File: src/rtl/mips_pkg.sv
// mips_pkg: definitions shared by the MIPS pipeline stages.
//   - DATA_W / REG_ADDR_W : default datapath width and register-index width
//   - mem_state_t         : data-memory access FSM state encoding
//   - ctrl_t              : control bundle carried by the ID/EX and EX/MEM registers
//   - ctrl_gate()         : replaces a control bundle with a bubble when killed
package mips_pkg;

    localparam int DATA_W     = 32;
    localparam int REG_ADDR_W = 5;

    typedef enum logic [1:0] {
        ST_IDLE = 2'd0,
        ST_REQ  = 2'd1,
        ST_DONE = 2'd2
    } mem_state_t;

    typedef struct packed {
        logic MemRead;
        logic MemWrite;
        logic RegWrite;
        logic MemtoReg;
        logic Branch;
    } ctrl_t;

    // A killed instruction keeps its data but loses every side effect.
    function automatic ctrl_t ctrl_gate(input ctrl_t c, input logic kill);
        return kill ? ctrl_t'('0) : c;
    endfunction

endpackage

File: src/rtl/dmem_access_fsm.sv
// dmem_access_fsm: sequences one data-memory access per EX/MEM instruction.
// Owns the req/ack handshake, the captured load data and the stall term.
// Ports:
//   clk, rst_n            clock, asynchronous active-low reset
//   i_mem_read/i_mem_write EX/MEM control bits of the current instruction
//   i_addr, i_wdata       EX/MEM address and store data (held while stalled)
//   o_req/o_we/o_addr/o_wdata  memory request bus
//   i_ack, i_rdata        memory completion and load data
//   o_rdata               load data captured on ack
//   o_stall               freeze request for the upstream pipeline
//   o_misalign            one-cycle flag for a rejected misaligned access
// Optional feature MEM_ALIGN_CHK_EN: misaligned accesses skip the memory
// and go straight to DONE with o_misalign set; otherwise o_misalign is 0.
module dmem_access_fsm
    import mips_pkg::*;
#(
    parameter int DATA_W = mips_pkg::DATA_W,
    parameter int ADDR_W = 32
)(
    input  logic              clk,
    input  logic              rst_n,
    input  logic              i_mem_read,
    input  logic              i_mem_write,
    input  logic [ADDR_W-1:0] i_addr,
    input  logic [DATA_W-1:0] i_wdata,
    output logic              o_req,
    output logic              o_we,
    output logic [ADDR_W-1:0] o_addr,
    output logic [DATA_W-1:0] o_wdata,
    input  logic              i_ack,
    input  logic [DATA_W-1:0] i_rdata,
    output logic [DATA_W-1:0] o_rdata,
    output logic              o_stall,
    output logic              o_misalign
);

    mem_state_t        r_state;
    logic              r_req;
    logic [DATA_W-1:0] r_rdata;
    logic              w_mem_op;

`ifdef MEM_ALIGN_CHK_EN
    logic w_misaligned;
    logic r_misalign;
    assign w_misaligned = (i_addr[1:0] != 2'b00);
    assign o_misalign   = r_misalign;
`else
    assign o_misalign   = 1'b0;
`endif

    assign w_mem_op = i_mem_read | i_mem_write;

    // The stall releases in DONE so the finished instruction retires into
    // MEM/WB on that edge while the next one enters EX/MEM.
    assign o_stall  = w_mem_op & (r_state != ST_DONE);

    // EX/MEM is frozen while stalled, so these stay stable during REQ.
    assign o_req    = r_req;
    assign o_we     = i_mem_write;
    assign o_addr   = i_addr;
    assign o_wdata  = i_wdata;
    assign o_rdata  = r_rdata;

    always_ff @(posedge clk or negedge rst_n) begin
        if (!rst_n) begin
            r_state    <= ST_IDLE;
            r_req      <= 1'b0;
            r_rdata    <= '0;
`ifdef MEM_ALIGN_CHK_EN
            r_misalign <= 1'b0;
`endif
        end else begin
`ifdef MEM_ALIGN_CHK_EN
            r_misalign <= 1'b0;
`endif
            case (r_state)
                ST_IDLE: begin
                    if (w_mem_op) begin
`ifdef MEM_ALIGN_CHK_EN
                        if (w_misaligned) begin
                            r_state    <= ST_DONE;
                            r_misalign <= 1'b1;
                        end else begin
                            r_state <= ST_REQ;
                            r_req   <= 1'b1;
                        end
`else
                        r_state <= ST_REQ;
                        r_req   <= 1'b1;
`endif
                    end
                end
                ST_REQ: begin
                    // No timeout: wait for the memory as long as it takes.
                    if (i_ack) begin
                        r_state <= ST_DONE;
                        r_req   <= 1'b0;
                        if (i_mem_read) begin
                            r_rdata <= i_rdata;
                        end
                    end
                end
                ST_DONE: begin
                    r_state <= ST_IDLE;
                end
                default: begin
                    r_state <= ST_IDLE;
                    r_req   <= 1'b0;
                end
            endcase
        end
    end

endmodule

File: src/rtl/mem_stage.sv
// mem_stage: MEM stage of the 5-stage MIPS pipeline.
// Holds the EX/MEM register, the data-memory access FSM and the MEM/WB
// register, and resolves branches from EX/MEM contents.
// Ports:
//   clk, rst_n                 clock, asynchronous active-low reset
//   EX_*                       results and control bits from EX
//   flush                      load a bubble into EX/MEM
//   dmem_*                     data-memory req/ack bus
//   mem_stall                  freezes PC, IF/ID, ID/EX and EX/MEM
//   PCSrc, EXtoMEM_BranchAddr  branch decision and target for IF
//   EXtoMEM_ALUresult/RegDest/RegWrite   forwarding source from EX/MEM
//   WB_*                       MEM/WB register contents
//   mem_misalign               misaligned-access flag
// Optional feature MEM_ALIGN_CHK_EN: misaligned accesses are rejected,
// flagged on mem_misalign and retire without a register write.
module mem_stage
    import mips_pkg::*;
#(
    parameter int DATA_W = mips_pkg::DATA_W,
    parameter int ADDR_W = 32
)(
    input  logic                  clk,
    input  logic                  rst_n,
    input  logic [DATA_W-1:0]     EX_ALUresult,
    input  logic [DATA_W-1:0]     EX_Rt,
    input  logic [REG_ADDR_W-1:0] EX_RegDest,
    input  logic                  EX_zero,
    input  logic [DATA_W-1:0]     EX_BranchAddr,
    input  logic                  EX_MemRead,
    input  logic                  EX_MemWrite,
    input  logic                  EX_RegWrite,
    input  logic                  EX_MemtoReg,
    input  logic                  EX_Branch,
    input  logic                  flush,
    output logic                  dmem_req,
    output logic                  dmem_we,
    output logic [ADDR_W-1:0]     dmem_addr,
    output logic [DATA_W-1:0]     dmem_wdata,
    input  logic                  dmem_ack,
    input  logic [DATA_W-1:0]     dmem_rdata,
    output logic                  mem_stall,
    output logic                  PCSrc,
    output logic [DATA_W-1:0]     EXtoMEM_BranchAddr,
    output logic [DATA_W-1:0]     EXtoMEM_ALUresult,
    output logic [REG_ADDR_W-1:0] EXtoMEM_RegDest,
    output logic                  EXtoMEM_RegWrite,
    output logic [DATA_W-1:0]     WB_ALUresult,
    output logic [DATA_W-1:0]     WB_ReadData,
    output logic [REG_ADDR_W-1:0] WB_RegDest,
    output logic                  WB_RegWrite,
    output logic                  WB_MemtoReg,
    output logic                  mem_misalign
);

    ctrl_t                 w_ex_ctrl;
    logic                  w_stall;
    logic                  w_misalign;
    logic [DATA_W-1:0]     w_rdata;

    ctrl_t                 r_exmem_ctrl_p1;
    logic [DATA_W-1:0]     r_exmem_alu_p1;
    logic [DATA_W-1:0]     r_exmem_rt_p1;
    logic [DATA_W-1:0]     r_exmem_baddr_p1;
    logic [REG_ADDR_W-1:0] r_exmem_rd_p1;
    logic                  r_exmem_zero_p1;

    logic [DATA_W-1:0]     r_memwb_alu_p2;
    logic [DATA_W-1:0]     r_memwb_rdata_p2;
    logic [REG_ADDR_W-1:0] r_memwb_rd_p2;
    logic                  r_memwb_regwrite_p2;
    logic                  r_memwb_memtoreg_p2;

    assign w_ex_ctrl = {EX_MemRead, EX_MemWrite, EX_RegWrite, EX_MemtoReg, EX_Branch};

    // ---- EX/MEM boundary (p1) ----
    // A stall holds every field, which also makes it override flush.
    always_ff @(posedge clk or negedge rst_n) begin
        if (!rst_n) begin
            r_exmem_ctrl_p1  <= '0;
            r_exmem_alu_p1   <= '0;
            r_exmem_rt_p1    <= '0;
            r_exmem_baddr_p1 <= '0;
            r_exmem_rd_p1    <= '0;
            r_exmem_zero_p1  <= 1'b0;
        end else if (!w_stall) begin
            r_exmem_ctrl_p1  <= ctrl_gate(w_ex_ctrl, flush);
            r_exmem_alu_p1   <= EX_ALUresult;
            r_exmem_rt_p1    <= EX_Rt;
            r_exmem_baddr_p1 <= EX_BranchAddr;
            r_exmem_rd_p1    <= EX_RegDest;
            r_exmem_zero_p1  <= EX_zero;
        end
    end

    dmem_access_fsm #(
        .DATA_W (DATA_W),
        .ADDR_W (ADDR_W)
    ) u_dmem_fsm (
        .clk         (clk),
        .rst_n       (rst_n),
        .i_mem_read  (r_exmem_ctrl_p1.MemRead),
        .i_mem_write (r_exmem_ctrl_p1.MemWrite),
        .i_addr      (r_exmem_alu_p1[ADDR_W-1:0]),
        .i_wdata     (r_exmem_rt_p1),
        .o_req       (dmem_req),
        .o_we        (dmem_we),
        .o_addr      (dmem_addr),
        .o_wdata     (dmem_wdata),
        .i_ack       (dmem_ack),
        .i_rdata     (dmem_rdata),
        .o_rdata     (w_rdata),
        .o_stall     (w_stall),
        .o_misalign  (w_misalign)
    );

    // ---- MEM/WB boundary (p2) ----
    // While stalled a bubble enters so the instruction writes back only once,
    // on the edge that leaves DONE.
    always_ff @(posedge clk or negedge rst_n) begin
        if (!rst_n) begin
            r_memwb_alu_p2      <= '0;
            r_memwb_rdata_p2    <= '0;
            r_memwb_rd_p2       <= '0;
            r_memwb_regwrite_p2 <= 1'b0;
            r_memwb_memtoreg_p2 <= 1'b0;
        end else if (w_stall) begin
            r_memwb_regwrite_p2 <= 1'b0;
            r_memwb_memtoreg_p2 <= 1'b0;
        end else begin
            r_memwb_alu_p2      <= r_exmem_alu_p1;
            r_memwb_rd_p2       <= r_exmem_rd_p1;
            r_memwb_regwrite_p2 <= r_exmem_ctrl_p1.RegWrite & ~w_misalign;
            r_memwb_memtoreg_p2 <= r_exmem_ctrl_p1.MemtoReg;
            if (r_exmem_ctrl_p1.MemRead) begin
                r_memwb_rdata_p2 <= w_rdata;
            end
        end
    end

    assign mem_stall          = w_stall;
    assign mem_misalign       = w_misalign;
    assign PCSrc              = r_exmem_ctrl_p1.Branch & r_exmem_zero_p1;
    assign EXtoMEM_BranchAddr = r_exmem_baddr_p1;
    assign EXtoMEM_ALUresult  = r_exmem_alu_p1;
    assign EXtoMEM_RegDest    = r_exmem_rd_p1;
    assign EXtoMEM_RegWrite   = r_exmem_ctrl_p1.RegWrite;
    assign WB_ALUresult       = r_memwb_alu_p2;
    assign WB_ReadData        = r_memwb_rdata_p2;
    assign WB_RegDest         = r_memwb_rd_p2;
    assign WB_RegWrite        = r_memwb_regwrite_p2;
    assign WB_MemtoReg        = r_memwb_memtoreg_p2;

endmodule

File: config.mk
export PLATFORM = sky130hd
export DESIGN_NAME = mem_stage
export DESIGN_NICKNAME = d
export VERILOG_FILES = /design/src/rtl/mips_pkg.sv /design/src/rtl/dmem_access_fsm.sv /design/src/rtl/mem_stage.sv
export SDC_FILE = /design/constraint.sdc
export NUM_CORES = 1
export LEC_CHECK = 0
export BUFFER_PORTS_ARGS = -buffer_cell sky130_fd_sc_hd__buf_4
export CAP_MARGIN = 0
export CORE_UTILIZATION = 24
export CTS_CLUSTER_DIAMETER = 30
export DETAILED_ROUTE_END_ITERATION = 10
export PLACE_DENSITY = 0.53
export SLEW_MARGIN = 40
export SYNTH_ARGS = -nofsm -noshare
export SYNTH_HDL_FRONTEND = slang
export SYNTH_SLANG_ARGS = --single-unit
File: constraint.sdc
create_clock -name clk -period 2 [get_ports clk]
set_input_delay 0.2 -clock clk [delete_from_list [all_inputs] [get_ports clk]]
set_output_delay 0.2 -clock clk [all_outputs]
set_load 0.05 [all_outputs]
# ---- Word-level counts from Yosys, hierarchy flattened
# Cells that the tools add are included.
dict set report word_totals {
  ff_bits 213
  inputBits 143
  out_inout_bits 210
}
dict set report classes {
  eq_ne 5
  muxes 9
  bitwise_logic 5
  reduce_logical 5
}
# operator count
set op_table {}
lappend op_table {{3-bit AND reduction} 2}
lappend op_table {{5-bit two-way mux} 1}
lappend op_table {{1-bit two-way mux} 4}
lappend op_table {{2-bit two-way mux} 2}
lappend op_table {{2-bit != test, second input constant} 2}
lappend op_table {{2-bit case mux with 2 select lines} 1}
lappend op_table {{2-bit AND reduction} 2}
lappend op_table {{1-bit case mux with 3 select lines} 1}
lappend op_table {{1-bit bitwise AND} 2}
lappend op_table {{2-bit by 1-bit == test with 1-bit output, second input constant} 1}
lappend op_table {{2-bit == test, second input constant} 1}
lappend op_table {{2-bit zero test} 1}
lappend op_table {{2-bit by 1-bit != test with 1-bit output, second input constant} 1}
lappend op_table {{1-bit NOT} 2}
lappend op_table {{1-bit OR} 1}

# ---- Longest topological paths before layout
# Gate-level depths: netlist of the first run.
dict set report depth {
  word_depth 4
  ltp_mapped 6
  depth_no_buf 3
}

# ---- By module
# From an unflattened synthesis of the first run, not the netlist that was laid out.
dict set report unflattened {
  cells_unflattened 536
  area_unflattened_um2 8755.9
}
# module n_inst cells_each area_per_inst_um2
set modules_own_cells {}
lappend modules_own_cells {mem_stage 1 388 6794.0}
lappend modules_own_cells {dmem_access_fsm 1 148 1961.9}

# ---- Worst setup path before layout of the first run
# OpenSTA, ideal clock, no wires.
dict set report synth_path {
  path_type {register to register}
  from {register r_exmem_ctrl_p1[3] (netlist bit)}
  to {register r_exmem_alu_p1[10], in the netlist EXtoMEM_ALUresult[10]}
  arrival_ns 1.665
  slack_ns 0.210
  stages_incl_launch_ff 6
  period_less_slack_ns 1.790
  cell_sequence {dfrtp_1 o21a_1 buf_4 buf_6 buf_6 mux2_4}
}
dict set report synth_via {
  elab_chain_cells 2
}
# element line
set synth_rtl {}
lappend synth_rtl {{from (decl)} mem_stage.sv:60} ;# ctrl_t r_exmem_ctrl_p1;
lappend synth_rtl {{from (signal assigned)} mem_stage.sv:86} ;# r_exmem_ctrl_p1 <= ctrl_gate(w_ex_ctrl, flush);
lappend synth_rtl {{1-bit OR} dmem_access_fsm.sv:51} ;# assign w_mem_op = i_mem_read | i_mem_write;
lappend synth_rtl {{1-bit bitwise AND} dmem_access_fsm.sv:55} ;# assign o_stall = w_mem_op & (r_state != ST_DONE);
lappend synth_rtl {{named net mem_stall} mem_stage.sv:41} ;# output logic mem_stall,
lappend synth_rtl {{to (signal assigned)} mem_stage.sv:87} ;# r_exmem_alu_p1 <= EX_ALUresult;
lappend synth_rtl {{to (decl)} mem_stage.sv:61} ;# logic [DATA_W-1:0] r_exmem_alu_p1;
# The timed path passes the listed nets, and every way through them passes these cells.
# A chain may end at the register's enable or synchronous reset.

# ---- Final worst setup path of the first run
dict set report layout_path {
  from {register u_dmem_fsm.r_state[0]}
  to {output mem_stall}
}
dict set report layout_via {
  elab_chain_cells 2
}
# element line
set layout_rtl {}
lappend layout_rtl {{from (decl)} dmem_access_fsm.sv:37} ;# mem_state_t r_state;
lappend layout_rtl {{from (signal assigned)} dmem_access_fsm.sv:66} ;# r_state <= ST_IDLE;
lappend layout_rtl {{from (signal assigned)} dmem_access_fsm.sv:88} ;# r_state <= ST_REQ;
lappend layout_rtl {{from (signal assigned)} dmem_access_fsm.sv:96} ;# r_state <= ST_DONE;
lappend layout_rtl {{2-bit != test} dmem_access_fsm.sv:55}
lappend layout_rtl {{1-bit bitwise AND} dmem_access_fsm.sv:55}
lappend layout_rtl {{to (decl)} mem_stage.sv:41}
# Every way passes these cells.

==> results of run 1 <==
[state kept, by name, summed over array words and instances (netlist names)]
| name | cells |
|---|---|
| EXtoMEM_ALUresult | 32 |
| EXtoMEM_BranchAddr | 32 |
| EXtoMEM_RegDest | 5 |
| EXtoMEM_RegWrite | 1 |
| WB_ALUresult | 32 |
| WB_MemtoReg | 1 |
| WB_ReadData | 32 |
| WB_RegDest | 5 |
| WB_RegWrite | 1 |
| r_exmem_ctrl_p1 | 4 |
| r_exmem_rt_p1 | 32 |
| r_exmem_zero_p1 | 1 |
| u_dmem_fsm.o_rdata | 32 |
| u_dmem_fsm.o_req | 1 |
| u_dmem_fsm.r_state | 2 |
[how the worst max path moves through the flow]
stage	from	to	cells after the start
6_report	u_dmem_fsm.r_state[0]$_DFFE_PN0P_	mem_stall	4
3_3_place_gp	u_dmem_fsm.r_state[0]$_DFFE_PN0P_	WB_ALUresult[21]$_DFFE_PN0N_	4
4_1_cts	u_dmem_fsm.r_state[0]$_DFFE_PN0P_	mem_stall	4
3_5_place_dp	u_dmem_fsm.r_state[0]$_DFFE_PN0P_	EXtoMEM_BranchAddr[9]$_DFFE_PN0N_	4
2_1_floorplan	r_exmem_ctrl_p1[3]$_DFFE_PN0N_	EXtoMEM_ALUresult[10]$_DFFE_PN0N_	5
5_1_grt	u_dmem_fsm.r_state[0]$_DFFE_PN0P_	mem_stall	4
[synth_stat cells]
cell / instances / share of area (%)
buf_6: 6 / 0.81
dfrtp_1: 213 / 64
o21ai_0: 1 / 0.060
a211oi_1: 1 / 0.090
buf_2: 15 / 0.90
mux2_4: 47 / 8.4
nand3b_1: 1 / 0.090
nand2b_4: 1 / 0.16
o21a_1: 1 / 0.090
clkbuf_1: 1 / 0.045
and2_1: 1 / 0.075
and3b_1: 1 / 0.10
o21ba_2: 1 / 0.12
conb_1: 1 / 0.045
nor2_1: 2 / 0.090
a32o_1: 2 / 0.24
nor3_1: 1 / 0.060
buf_4: 34 / 3.0
mux2_2: 159 / 21
inv_1: 1 / 0.045
nand2_1: 4 / 0.18
nor2b_1: 5 / 0.37
[what timing repair did]
item,4_1_cts,5_1_grt
buffers inserted,1,0
setup endpoints to repair,1,0
gates resized for setup,1,0
hold endpoints to repair,229,0
hold buffers,141,0
[per-stage QoR]
step	cells	utilization, %	instance area, um^2
after global routing	1516	43.5	15000
after detailed placement	1261	33.1	11400
after CTS	1516	43.5	15000
after floorplan	499	-	8380
final	1516	43.5	15000
after global placement	1261	33.1	11400
[metal layers]
| metal | track usage, % | wire length, um | up-vias |
|---|---|---|---|
| li1 | - | - | 2773 |
| met3 | 4.08 | 1650 | 41 |
| met4 | 6.17 | 556 | 0 |
| met1 | 15.6 | 9650 | 2939 |
| met5 | 0 | 0 | - |
| met2 | 22.3 | 11600 | 246 |
[cell type report]
class	instances	area (um^2)
inverters	1	3.75
multi-input cells	229	2650
flip-flops and latches	213	5330
clock inverters	24	378
well taps	455	569
fillers	3112	19500
repair buffers	507	4320
clock buffers	87	1730
[worst max-delay path: stages (launching register included)]
cell,delay [ns]
dfrtp_1,0.41
nand2b_4,0.18
o21a_4,0.16
buf_16,0.15
buf_4,0.21
[cells by family (layout without fill, tap and decap cells)]
logic type | count (synthesis) | after routing | share of synthesized area [%]
AOI/OAI and AO/OA | 6 | 6 | 0.597
and+or+nand+nor | 16 | 16 | 1.13
DFF | 213 | 213 | 63.6
buffers and inverters | 57 | 619 | 4.84
other | 1 | 1 | 0.0447
muxes | 206 | 206 | 29.8
==> summary.md, run 1 <==
| Metric | Value |
|---|---|
| Largest net degree at the start of global routing | 79 |
| Hold Path Class | in -> reg |
| Outcome | finished clean |
| Total number of vias | 5999 |
| Ys Warns | 0 |
| Mean Syn Cell Area | 16.8 um^2 |
| RSZ-0062 raised after global routing | false |
| Initial antenna violation count | 0 |
| Final max-slew violation count | 0 |
| Gate count of the mapped netlist | 499 |
| Worst-Margin Slew | 0.526 ns |
| # clock sinks | 213 |
| Worst hold start | flush |
| Crit Path Class | reg -> out |
| Max-slew headroom | 64.9% |
| Final Cycle Share | 95.1% |
| # rows | 68 |
| Routed WL | 23.5 mm |
| Final worst slack | 0.0978 ns |
| Core ar. | 0.0345 mm^2 |
| Min Tclk post-route | 1.90 ns |
| Synth Register Bits | 213 |
| Post-synth net total | 642 |
| Sum of negative setup slack | 0 ns |
| Synth-to-layout area growth | 78.9% |
| Reg-to-Reg Start | u_dmem_fsm.r_state[0]$_DFFE_PN0P_ |
| Die area | 0.0357 mm^2 |
| Commonest non-fill, non-tap cell in the layout | buf_4 |
| Antenna Cells | 0 |
| Antenna-violating nets left | 0 |
| Sequential area share after synthesis | 63.6% |
| Highest clock rate | 0.526 GHz |
| H-tree levels | 2 |
| Final setup violation count | 0 |
| Crit Path Max Fanout | 14 |
| Final hold viol count | 0 |
| Worst setup skew after layout | 0.0260 ns |
| Yosys cell types | 22 |
| Final Wtd Congestion | 0.707 |
| Die Ht | 189 um |
| IO Pins | 353 |
| Post-Place Worst Slack | 0.317 ns |
| Skew-Pair Late Insertion Delay | 0.59 ns |
| Nets | 1155 |
| HPWL after DPL | 14.8 mm |
| Hold Slack | 0.0279 ns |
| Initial Utilization | 24.3% |
| Startpoint types | flip-flop |
| # Max-Cap Violations | 0 |
| RR Endpoint | EXtoMEM_ALUresult[14]$_DFFE_PN0N_ |
| DRC | 0 |
| Cell Area, Synth | 0.00838 mm^2 |
| Total CTS buffers | 60 |
| Clock Path Buffers | 3 |
| Commonest non-fill, non-tap cells in the layout | buf_4, dfrtp_1, mux2_2 |
| Die W | 189 um |
| Reg2reg path depth | 5 |
| TritonCTS clock tree | built |
| CTS clk-pin slew, worst paths | 0.04 ns |
| Root Driver | clkbuf_16 |
| Worst path arrival time | 1.70 ns |
| DR iter-0 viols | 129 |
| Min-Delay Path Depth | 3 |
| DR pass1 iterations | 4 |
| CP Capture Type | output port |
| Global route overflow | 0 |
| Vias per Instance | 3.96 |
| Number of global-route vias before repair | 6677 |
| Hold Path Sink | r_exmem_ctrl_p1[4]$_DFFE_PN0N_ |
| Port Buffers | 351 |
| WL/cell | 15.5 um |
| CP required | 1.80 ns |
| Layout cell share with drive strength beyond 1 | 63.2% |
| Total Routing Usage GR | 13.3% |
| First-pass GRT wire length | 36.9 mm |
| Reg-to-reg slack, setup | 0.11 ns |
Power of run 1 is not shown: default switching activity piles up to over one toggle a cycle in this logic, so the estimate is an artifact.
==> inputs of run 2 (changes only) <==
Settings changed: CORE_MARGIN from default to 1.5.
==> summary.md, run 2 (synthesized netlist as in run 1, its figures left out) <==
| Metric | Value |
|---|---|
| Final Cycle Share | 94.4% |
| Number of global-route vias before repair | 6531 |
| Final hold viol count | 0 |
| H-tree levels | 2 |
| Core ar. | 0.0345 mm^2 |
| Final max-slew violation count | 0 |
| Total Routing Usage GR | 12.5% |
| DRC | 0 |
| # clock sinks | 213 |
| Reg2reg path depth | 6 |
| Antenna Cells | 0 |
| Final Wtd Congestion | 0.714 |
| Routed WL | 22.9 mm |
| Crit path cell chain | nand2b_4, o21a_4, buf_16, buf_6 |
| Die W | 190 um |
| Port Buffers | 351 |
| Largest net degree at the start of global routing | 57 |
| Initial Utilization | 24.3% |
| Outcome | finished clean |
| CP required | 1.80 ns |
| Worst setup skew after layout | 0.0310 ns |
| Sum of negative setup slack | 0 ns |
| Commonest non-fill, non-tap cells in the layout | buf_4, dfrtp_1, mux2_2 |
| Non-Filler Instances | 1521 |
| Reg-to-reg slack, setup | 0.17 ns |
| Commonest non-fill, non-tap cell in the layout | buf_4 |
| Min-Delay Path Depth | 3 |
| Die Ht | 190 um |
| Global route overflow | 0 |
| Largest stage delay, worst path | 0.40 ns |
| RSZ-0062 raised after global routing | false |
| Root Driver | clkbuf_16 |
| Crit Path Max Fanout | 17 |
| Final setup violation count | 0 |
| Nets | 1160 |
| Worst hold start | flush |
| Layout cell share with drive strength beyond 1 | 64.0% |
| Synth-to-layout area growth | 80.7% |
| Total number of vias | 6007 |
| Hold Path Class | in -> reg |
| IO Pins | 353 |
| Antenna-violating nets left | 0 |
| Skew-Pair Late Insertion Delay | 0.59 ns |
| Total CTS buffers | 57 |
| TritonCTS clock tree | built |
| Crit Path Class | reg -> out |
| Highest clock rate | 0.529 GHz |
| First-pass GRT wire length | 35.4 mm |
| DR iter-0 viols | 101 |
| Startpoint types | flip-flop |
| Reg-to-Reg Start | u_dmem_fsm.r_state[0]$_DFFE_PN0P_ |
| Hold Path Sink | r_exmem_ctrl_p1[4]$_DFFE_PN0N_ |
| Clock Path Buffers | 3 |
| Inst Count DP | 1269 |
| Initial antenna violation count | 0 |
| Worst path slowest cell | dfrtp_1 |
| DR pass1 iterations | 4 |
| Worst path arrival time | 1.69 ns |
| Die area | 0.0360 mm^2 |
| WL/cell | 15.1 um |
| CP Capture Type | output port |
| Min Tclk post-route | 1.89 ns |
| # Max-Cap Violations | 0 |
| CTS clk-pin slew, worst paths | 0.04 ns |
| RR Endpoint | EXtoMEM_ALUresult[11]$_DFFE_PN0N_ |
| Vias per Instance | 3.95 |
| # rows | 68 |
| HPWL after DPL | 15.1 mm |
run 2: cell types whose count changed in the layout (fill, tap and decap cells not counted):
cell and change:
buf_12 +2, clkbuf_1 -7, bufbuf_16 -1, bufinv_16 +7, clkinv_2 -2, buf_4 +5, clkbuf_8 -4, clkinvlp_4 +3
buf_6 +1, dlygate4sd3_1 +1, clkinv_4 +3, clkbuf_16 -4, inv_16 +1
run 2: per-layer routing:
metal / GRT usage (%) / vias to the layer above / share of wire, %
li1: - / 2781 / -
met1: 14.3 / 2950 / 40
met2: 21.3 / 240 / 50
met3: 4.57 / 36 / 8.0
met4: 4.70 / 0 / 2.1
met5: 0 / - / 0
run 2: per-stage QoR:
| step | hold WS [ns] | instance area [um^2] | setup WS (ns) | util (%) |
|---|---|---|---|---|
| floorplan | -0.0956 | 8380 | 0.210 | - |
| global placement | 0.168 | 11500 | 0.368 | 33.3 |
| detailed placement | 0.168 | 11500 | 0.333 | 33.3 |
| CTS | 0.00427 | 15100 | 0.0216 | 43.9 |
| global route | 0.0347 | 15100 | 0.00719 | 44.0 |
| finish | 0.0218 | 15100 | 0.111 | 44.0 |
run 2: area by class of cell:
cell class	instances	area, um^2
inverters	1	3.75
clock buffers	72	1550
well taps	455	569
repair buffers	515	4390
fillers	3089	19300
multi-input cells	229	2650
flip-flops and latches	213	5330
clock inverters	36	647
run 2: timing repair:
action / 4_1_cts / 5_1_grt
hold endpoints to repair: 354 / 0
resized for setup: 1 / 1
gates cloned: 1 / 0
hold buffers: 142 / 0
endpoints found under the setup margin: 1 / 1
buffers inserted: 1 / 0
run 2: worst max path at each step:
stage                                                  from                           endpoint  cells after the start
after floorplan              r_exmem_ctrl_p1[3]$_DFFE_PN0N_  EXtoMEM_ALUresult[10]$_DFFE_PN0N_                      5
after detailed placement  u_dmem_fsm.r_state[0]$_DFFE_PN0P_  EXtoMEM_ALUresult[11]$_DFFE_PN0N_                      5
final                     u_dmem_fsm.r_state[0]$_DFFE_PN0P_                          mem_stall                      4
after CTS                 u_dmem_fsm.r_state[0]$_DFFE_PN0P_                          mem_stall                      4
after global routing      u_dmem_fsm.r_state[0]$_DFFE_PN0P_                          mem_stall                      4
after global placement    u_dmem_fsm.r_state[0]$_DFFE_PN0P_  EXtoMEM_ALUresult[11]$_DFFE_PN0N_                      5
run 2: worst max-delay path, delay by kind of cell (launching register included):
| kind | cells | cell delay (ns) |
|---|---|---|
| AND/OR/NAND/NOR | 1 | 0.17 |
| AO/OA/AOI/OAI | 1 | 0.17 |
| flip-flops | 1 | 0.40 |
| buffers and inverters | 2 | 0.35 |
Power of run 2 is left out for the same reason.
==> inputs of run 3 (changes only) <==
Settings changed: ABC_AREA from default to 1.
==> summary.md, run 3 <==
| Metric | Value |
|---|---|
| Final setup violation count | 0 |
| # clock sinks | 213 |
| # Max-Cap Violations | 0 |
| Global route overflow | 0 |
| Clock Path Buffers | 3 |
| Leak | 8.03 nW |
| Ys flop type | dfrtp_1 |
| Max-slew headroom | 63.3% |
| Antenna-violating nets left | 0 |
| Mean Syn Cell Area | 8.89 um^2 |
| DR pass1 iterations | 5 |
| Synth Register Bits | 213 |
| Final hold viol count | 0 |
| Final max-slew violation count | 0 |
| Commonest non-fill, non-tap cells in the layout | nand2_1, buf_4, dfrtp_1 |
| Cell Area, Synth | 0.00866 mm^2 |
| CP Capture Type | output port |
| CP required | 1.80 ns |
| Outcome | finished clean |
| FF+latch area | 0.00533 mm^2 |
| Power Density | 2180 mW/mm^2 |
| Yosys cell types | 15 |
| Sum of negative setup slack | 0 ns |
| Largest cells by area after synthesis | dfrtp_1, nand2_1, nand3_1 |
| H-tree levels | 2 |
| Nets | 1599 |
| Worst setup skew after layout | 0.0159 ns |
| Commonest non-fill, non-tap cell in the layout | nand2_1 |
| Initial Utilization | 24.3% |
| Number of global-route vias before repair | 8573 |
| DRC | 0 |
| Total Routing Usage GR | 15.7% |
| IO Pins | 353 |
| Most frequent cell after synthesis | nand2_1 |
| Skew-Pair Late Insertion Delay | 0.56 ns |
| Port Buffers | 351 |
| Worst VDD drop | 1.28 mV |
| Finished Cell Area | 0.0151 mm^2 |
| Largest net degree at the start of global routing | 94 |
| Layout cell share with drive strength beyond 1 | 32.2% |
| Crit Path Max Fanout | 11 |
| Vias per Instance | 4.28 |
| Final Core Density | 42.4% |
| Total number of vias | 8384 |
| Post-synth ARST share | 100% |
| Hold Slack | 0.172 ns |
| Final Wtd Congestion | 0.762 |
| Leading area contributor after synthesis | dfrtp_1 |
| Post-synth net total | 1117 |
| Total CTS buffers | 55 |
| Min Tclk post-route | 1.87 ns |
| Multi-input logic area | 0.00274 mm^2 |
| Placed Area | 0.0117 mm^2 |
| Yosys top cell area share | 61.6% |
| Worst path arrival time | 1.67 ns |
| DR iter-0 viols | 290 |
| Post-synth EDFFs | 0 |
| Gate count of the mapped netlist | 974 |
| Final Cycle Share | 93.4% |
| WL/cell | 15.2 um |
| Core ar. | 0.0356 mm^2 |
| Startpoint types | flip-flop |
| Die W | 193 um |
| First-pass GRT wire length | 45.5 mm |
| HPWL after DPL | 18.5 mm |
| Hold Path Class | in -> async |
| Die area | 0.0372 mm^2 |
| CTS clk-pin slew, worst paths | 0.04 ns |
| Die Ht | 193 um |
| Antenna Cells | 0 |
| RSZ-0062 raised after global routing | false |
| Crit Path Class | reg -> out |
| Initial antenna violation count | 0 |
| Sequential area share after synthesis | 61.6% |
| Root Driver | clkbuf_16 |
| Worst-Margin Slew | 0.550 ns |
| Highest clock rate | 0.535 GHz |
| Routed WL | 29.7 mm |
| Fillers | 3436 |
| TritonCTS clock tree | built |
| Ys Warns | 0 |
| Synth-to-layout area growth | 74.1% |
| # rows | 69 |
| Top cells by count, synth | nand2_1, dfrtp_1, nand3_1, buf_2, buf_4 |
==> run 3: cell types whose count changed in the layout (fill, tap and decap cells not counted), sizes merged, moves of 2 or more <==
cell      previous run  this run
nand2                4       430
nand3                0       207
mux2               206         0
inv                  2        16
buf                372       380
bufinv              15         8
nor2                 2         9
nor2b                5         0
clkinvlp             6         2
clkbuf              72        75
a32o                 2         0
==> run 3: power by group <==
part	switching, mW	internal, mW
combinational	11.2	4.58
sequential	1.44	6.36
clock	2.63	6.56
==> run 3: logic make-up after synthesis <==
logic type	after synthesis	synth area share [%]
DFF	213	61.6
other	1	0.0433
AOI/OAI and AO/OA	1	0.0578
and+or+nand+nor	646	31.3
buffers and inverters	113	7.00
==> run 3: final timing paths <==
check	slack, ns	end	cells past startpoint	from
setup / recovery	0.13	mem_stall	5	u_dmem_fsm.r_state[0]$_DFFE_PN0P_
hold / removal	0.17	WB_ReadData[24]$_DFFE_PN0P_	2	rst_n
setup reg to reg	0.35	r_exmem_rt_p1[28]$_DFFE_PN0N_	5	u_dmem_fsm.r_state[1]$_DFFE_PN0P_
hold reg to reg	0.47	u_dmem_fsm.o_rdata[21]$_DFFE_PN0P_	2	u_dmem_fsm.o_rdata[21]$_DFFE_PN0P_
max in group asynchronous	1.11	r_exmem_rt_p1[15]$_DFFE_PN0N_	3	rst_n
min in group clk	0.38	EXtoMEM_ALUresult[29]$_DFFE_PN0N_	4	EX_ALUresult[29]
==> run 3: metrics by stage <==
step,std cells,worst slack [ns],power [mW]
detailed placement,1717,0.449,23.5
global route,1961,0.0157,34.6
finish,1961,0.131,32.8
floorplan,974,0.349,18.6
CTS,1960,0.00674,33.1
global placement,1717,0.446,23.3
==> run 3: final cells by class <==
cell class                 count  share of cell area, %
multi-input combinational    649                   18.2
sequential                   213                   35.4
tap                          461                   3.83
clock buffer                  75                   10.6
clock inverter                26                   2.40
timing repair buffer         522                   29.2
inverter                      15                  0.373
==> run 3: layer usage <==
| layer | wire (um) | global-route usage [%] | share of wire (%) | vias to the layer above |
|---|---|---|---|---|
| met1 | 12600 | 19.4 | 42 | 3962 |
| met2 | 14300 | 25.5 | 48 | 309 |
| met5 | 0 | 0 | 0 | - |
| met4 | 589 | 6.07 | 2.0 | 0 |
| met3 | 2250 | 4.75 | 7.6 | 44 |
| li1 | - | - | - | 4069 |
==> run 3: critical path, cell delays in order, from the launching register on <==
cell and delay [ns]:
dfrtp_1 0.40, inv_2 0.11, nand2_4 0.11, nand2_8 0.18
inv_1 0.10, buf_4 0.20
==> run 3: timing repair <==
item,CTS,global route
pin swaps,0,1
hold buffers,142,0
buffers inserted,0,0
setup endpoints to repair,1,1
gates resized for setup,1,0
endpoints found under the hold margin,212,0
gates cloned,0,1
Note: power is estimated with default switching activity, not from simulation.
